[src/rtl/eq_sweep_pkg.sv]
// eq_sweep_pkg: shared state encoding for the equivalence sweeper
package eq_sweep_pkg;
  localparam int STATE_W = 2;
  localparam logic [STATE_W-1:0] IDLE  = 2'd0;
  localparam logic [STATE_W-1:0] SWEEP = 2'd1;
  localparam logic [STATE_W-1:0] DONE  = 2'd2;
endpackage

[src/rtl/sweep_counter.sv]
// sweep_counter: N-bit vector counter with clear, enable and terminal-count flag
module sweep_counter #(
  parameter int N = 2
) (
  input  logic         clk,
  input  logic         rst,
  input  logic         clr,
  input  logic         en,
  output logic [N-1:0] count,
  output logic         tc
);
  assign tc = &count;
  always_ff @(posedge clk or posedge rst)
    if (rst) count <= '0;
    else if (clr) count <= '0;
    else if (en) count <= count + 1'b1;
endmodule

[src/rtl/equiv_sweeper.sv]
// equiv_sweeper: applies every N_IN-bit vector to two functions and compares their outputs
module equiv_sweeper
  import eq_sweep_pkg::*;
#(
  parameter int N_IN  = 2,
  parameter int W_OUT = 2
) (
  input  logic            clk,
  input  logic            rst,
  input  logic            start,
  input  logic            stop_on_err,
  input  logic [W_OUT-1:0] s1,
  input  logic [W_OUT-1:0] s2,
  output logic [N_IN-1:0] x,
  output logic            busy,
  output logic            done,
  output logic            equal,
  output logic [N_IN:0]   err_count,
  output logic [N_IN-1:0] first_bad,
  output logic            first_bad_valid
);
  logic [STATE_W-1:0] state;
  logic mode, tc, go, cmp, bad, halt, last;
  assign busy  = state == SWEEP;
  assign done  = state == DONE;
  assign equal = done && err_count == '0;
  // start is only honoured outside a sweep; a halt or the final vector ends it
  assign go   = start && !busy;
  assign cmp  = busy;
  assign bad  = cmp && s1 != s2;
  assign halt = bad && mode;
  assign last = cmp && (tc || halt);
  sweep_counter #(.N(N_IN)) u_cnt (
    .clk  (clk),
    .rst  (rst),
    .clr  (go || halt),
    .en   (cmp),
    .count(x),
    .tc   (tc)
  );
  always_ff @(posedge clk or posedge rst)
    if (rst) begin
      state           <= IDLE;
      mode            <= 1'b0;
      err_count       <= '0;
      first_bad       <= '0;
      first_bad_valid <= 1'b0;
    end else if (go) begin
      state           <= SWEEP;
      mode            <= stop_on_err;
      err_count       <= '0;
      first_bad       <= '0;
      first_bad_valid <= 1'b0;
    end else begin
      if (last) state <= DONE;
      if (bad) err_count <= err_count + 1'b1;
      if (bad && !first_bad_valid) begin
        first_bad       <= x;
        first_bad_valid <= 1'b1;
      end
    end
endmodule

[config.mk]
export PLATFORM = sky130hd
export DESIGN_NAME = equiv_sweeper
export DESIGN_NICKNAME = d
export VERILOG_FILES = /design/src/rtl/eq_sweep_pkg.sv /design/src/rtl/sweep_counter.sv /design/src/rtl/equiv_sweeper.sv
export SDC_FILE = /design/constraint.sdc
export NUM_CORES = 1
export LEC_CHECK = 0
export BUFFER_PORTS_ARGS = -buffer_cell sky130_fd_sc_hd__buf_2
export CAP_MARGIN = 20
export CORE_AREA = 2 2 39 41
export CTS_CLUSTER_DIAMETER = 60
export DETAILED_ROUTE_END_ITERATION = 10
export DIE_AREA = 0 0 41 43
export PLACE_DENSITY = 0.78
export SKIP_CTS_REPAIR_TIMING = 1
export SLEW_MARGIN = 20
export SYNTH_ARGS = -nofsm -noshare
export SYNTH_HDL_FRONTEND = slang
export SYNTH_SLANG_ARGS = --single-unit
[constraint.sdc]
create_clock -name clk -period 1.6 [get_ports clk]
set_clock_uncertainty 0.2 [all_clocks]
set_input_delay 0 -clock clk [delete_from_list [all_inputs] [get_ports clk]]
set_output_delay 0 -clock clk [all_outputs]
set_load 0.05 [all_outputs]
### After elaboration in Yosys (flattened, before gate mapping)

Cells that the tools add are included.

| storage, ports and cells | value |
|---|---|
| register bits | 11 |
| bits of input ports | 8 |
| output and inout port bits | 11 |
| word-level logic and storage cells | 37 |

| operators by class | value |
|---|---|
| $add $sub $neg | 2 |
| eq/ne operators | 3 |
| multiplexer cells | 10 |
| reduce and logical (&&, ||, !) cells | 16 |

Operators by type and width:

| operator | number |
|---|---|
| 2-to-1 mux 2 bit | 6 |
| nonzero test 2 bit | 4 |
| logical AND 1 bit | 6 |
| 2-to-1 mux 3 bit | 2 |
| adder 3 x 1 -> 3 bit (second input constant) | 1 |
| logical NOT 3 bit | 1 |
| adder 2 x 1 -> 2 bit (second input constant) | 1 |
| == test 2 x 1 -> 1 bit (second input constant) | 1 |
| == test 2 bit (second input constant) | 1 |
| logical NOT 1 bit | 2 |
| logical OR 1 bit | 2 |
| 2-to-1 mux 1 bit | 2 |
| inequality test 2 bit | 1 |
| AND reduction 2 bit | 1 |

### Logic depth before layout (Yosys ltp)

| depth | value |
|---|---|
| depth after elaboration | 7 |
| depth in mapped cells | 5 |
| depth with buffers taken out | 4 |

### By module

Synthesis repeated with hierarchy kept, for this count alone.

| unflattened totals | value |
|---|---|
| cells, all modules | 56 |
| area total of the unflattened synthesis | 613.1 um2 |

By module, submodules not included:

| module | instances | cells each | area an instance (um2) | seq. area each (um2) |
|---|---|---|---|---|
| equiv_sweeper | 1 | 48 | 520.5 | 225.2 |
| sweep_counter | 1 | 8 | 92.6 | 50.0 |

### Worst setup path after synthesis

No wires, ideal clock.

| timing path | value |
|---|---|
| path type | flip-flop to output port |
| start point | reg state[0] |
| end point | out equal |
| data arrival time | 1.692 ns |
| data required time | 1.400 ns |
| setup slack | -0.292 ns |
| stages on the path, launching flop included | 3 |
| buffers on the path | 0 |
| path through | dfrtp_1 > nor2b_1 > and3b_1 |

| on the way | value |
|---|---|
| word-level cells in the longest chain between the ends | 2 |

RTL lines:

| what | RTL line | text |
|---|---|---|
| start, declared | equiv_sweeper.sv:22 | `logic [STATE_W-1:0] state;` |
| start signal, assigned | equiv_sweeper.sv:43 | `state <= IDLE;` |
| start signal, assigned | equiv_sweeper.sv:49 | `state <= SWEEP;` |
| start signal, assigned | equiv_sweeper.sv:55 | `if (last) state <= DONE;` |
| == test 2 bit | equiv_sweeper.sv:25 | `assign done = state == DONE;` |
| named net done | equiv_sweeper.sv:16 | `output logic done,` |
| logical AND 1 bit | equiv_sweeper.sv:26 | `assign equal = done && err_count == '0;` |
| end, declared | equiv_sweeper.sv:17 | `output logic equal,` |

The timed path passes the listed nets, and every way through them passes these cells.

### Worst setup path after layout

| timing path | value |
|---|---|
| start point | reg state[0] |
| end point | reg state[1] |

| on the way | value |
|---|---|
| word-level cells in the longest chain between the ends | 6 |
| elaborated cells between the ends (all ways) | 9 |
| those cells by class | eq/ne (1); mux (1); reduce/logical (7) |

RTL lines:

| what | RTL line | text |
|---|---|---|
| == test 2 x 1 -> 1 bit (*) | equiv_sweeper.sv:24 | `assign busy = state == SWEEP;` |
| logical AND 1 bit | equiv_sweeper.sv:30 | `assign bad = cmp && s1 != s2;` |
| logical AND 1 bit | equiv_sweeper.sv:31 | `assign halt = bad && mode;` |
| logical OR 1 bit | equiv_sweeper.sv:32 | `assign last = cmp && (tc \|\| halt);` |
| logical AND 1 bit | equiv_sweeper.sv:32 |  |
| nonzero test 2 bit (no line) | n/a |  |

Every way passes the cells marked *; elsewhere a longest branch is shown, timed or not.
A chain may end at the register's enable or synchronous reset.

==> impl_metrics.tcl <==
set metrics [dict create \
    synth_warnings 0 \
    grt_pass1_vias 432 \
    grt_pass1_wl_microns 1869 \
    p_leak_nw 0.4175 \
    routabilityCongestion 0.8162 \
    ys_seq_area_share_pct 46.81 \
    grtUsageTotal_pct 16.36 \
    ios 19 \
    htree_levels 1 \
    drt_wl_total_microns 1277 \
    wire_per_inst_microns 13.16 \
    crit_arrival_ns 1.52 \
    pwr_density_cell_nw_per_um2 2261 \
    synthCells 53 \
    worst_pin_slew_ns 0.4122 \
    synth_area_leader_cell "dfrtp_1" \
    crit_fanout 8 \
    cp-start-kind "register" \
    drtIter0Drc 23 \
    area_growth_pct 33.83 \
    synth_top_area_share_pct 46.81 \
    vias_per_cell 5.165 \
    netlist_area_sq_um 588.1 \
    cts.sinks 11 \
    instances_no_fill 97 \
    crit_path_end_kind "register" \
    drv_slew 0 \
    ys_types 24 \
    root_buffer "clkbuf_4" \
    fmax_ghz 0.6417 \
    tritoncts "done" \
    via_count 501 \
    synth_nets 64 \
    maxCapViolCount 0 \
    start_util_pct 42.50 \
    drc 0 \
    grt_max_degree 12 \
    fin_ws_ns 0.04153 \
    hold_violations 0 \
    status "completed" \
    n_fill_cell 127 \
    rows 14 \
    crit_type "reg2reg" \
    antenna_left 0 \
    synth_ff_type "dfrtp_1" \
    fin_crit_sh_pct 97.40 \
    cts_buffers 3 \
    clk_path_buf_depth 2 \
    slew_headroom_pct 72.49 \
    syn_avg_cell_area_sq_um 11.10 \
    die_width_microns 41 \
    setup_viol 0 \
    drive_above_1_share_pct 39.51 \
    dp_hpwl_microns 888.4 \
    diodes 0 \
    ir_worst_vdd_mv 1.209 \
    pre_cts_ws_ns 0.07360 \
    clkTransAtPathRegs_ns 0.07 \
    dp.cells 87 \
    hp-class "in2async" \
    grt_overflow 0 \
    io_buffers 18 \
    async_reset_ff_share_pct 100.0 \
    ys_ff_latch 11 \
    insertion_delay_ns 0.28 \
    nets 93 \
    required_ns 1.56 \
    fin_crit_ns 1.558 \
    synth-edff-count 0 \
    synth.area.top_cells "dfrtp_1, mux2i_1, ha_1" \
    grt_setup_unrepaired "no" \
    grt_antenna_before_repair 0 \
    first_pass_iters 4 \
    die_h_microns 43 \
    dieArea_sq_um 1763 \
    core_area_sq_um 1384 \
]
kinds of logic (layout without fill, tap and decap cells):
kind of cell | count (synthesis) | after routing | share of synthesized area (%)
DFF | 11 | 11 | 46.81
AOI/OAI and AO/OA | 14 | 14 | 17.66
and+or+nand+nor | 7 | 7 | 6.809
xor gates and xnor gates | 4 | 4 | 5.959
adders and majority gates | 3 | 3 | 6.384
muxes | 6 | 6 | 10.64
buffers and inverters | 8 | 36 | 5.746
metal layers:
layer | vias to the layer above | part of all wire [%] | track usage, %
met5 | - | 0 | 0
met4 | 0 | 3.1 | 10.00
met3 | 5 | 5.6 | 4.712
met2 | 16 | 46 | 22.50
met1 | 237 | 45 | 21.74
li1 | 243 | - | -
worst paths after layout:
path	end	slack, ns	from	depth (start not counted)
max	state[1]	0.04	state[0]	4
min	state[1]	0.04	rst	3
max reg2reg	state[1]	0.04	state[0]	4
min reg2reg	err_count[2]	0.31	err_count[2]	1
max in group asynchronous	mode	0.86	rst	3
min in group clk	err_count[2]	0.07	s1[0]	4
sequential cells by signal, indices dropped and copies added (netlist names):
signal	cells
err_count	3
first_bad	2
state	2
u_cnt.count	2
first_bad_valid	1
mode	1
layout make-up:
| class | instances | area [sq um] | area share (%) |
|---|---|---|---|
| sequential | 11 | 275.3 | 34.98 |
| multi-input combinational | 34 | 282.8 | 35.93 |
| inverter | 7 | 30.03 | 3.816 |
| clock buffer | 4 | 26.28 | 3.339 |
| timing repair inverter | 1 | 5.005 | 0.6359 |
| tap | 16 | 20.02 | 2.544 |
| timing repair buffer | 24 | 147.6 | 18.76 |
worst max-delay path, stage by stage, from the launching register on:
cell and delay, ns:
dfrtp_1 0.42, nand2b_2 0.21, clkinvlp_4 0.17, o211a_1 0.17, a221o_1 0.27
per-stage QoR:
stage	utilization, %	area, sq um	total power [mW]	TNS, ns	hold WS [ns]
after detailed placement	50.72	701.9	1.503	0	-0.1929
after CTS	52.62	728.2	1.703	-0.06346	-0.4848
final	56.87	787.0	1.779	0	0.04393
after floorplan	-	591.8	1.284	0	-0.3476
after global placement	50.72	701.9	1.481	0	-0.1906
after global routing	56.87	787.0	1.891	0	0.08872
power breakdown:
| part | internal, mW | leakage, nW | switching (mW) |
|---|---|---|---|
| Combinational | 0.355 | 0.266 | 0.728 |
| Sequential | 0.406 | 0.136 | 0.0983 |
| Clock | 0.0968 | 0.0150 | 0.0955 |
synth_stat cells (2+ instances only):
master	number
dfrtp_1	11
ha_1	3
inv_1	7
mux2_2	2
mux2i_1	4
nand2_1	2
o211a_1	2
o21ai_0	4
xnor2_1	2
xor2_1	2
cells in the final DEF (no fill, tap or decap), types with 2 or more instances in the layout:
| cell type | n |
|---|---|
| xor2_1 | 2 |
| xnor2_1 | 2 |
| dfrtp_1 | 11 |
| nand2_1 | 2 |
| clkbuf_4 | 5 |
| o211a_1 | 2 |
| mux2_2 | 2 |
| dlygate4sd3_1 | 3 |
| inv_1 | 6 |
| ha_1 | 3 |
| buf_2 | 16 |
| o21ai_0 | 4 |
| mux2i_1 | 4 |
| buf_4 | 3 |
No activity file was read; power rests on OpenSTA's default activity.
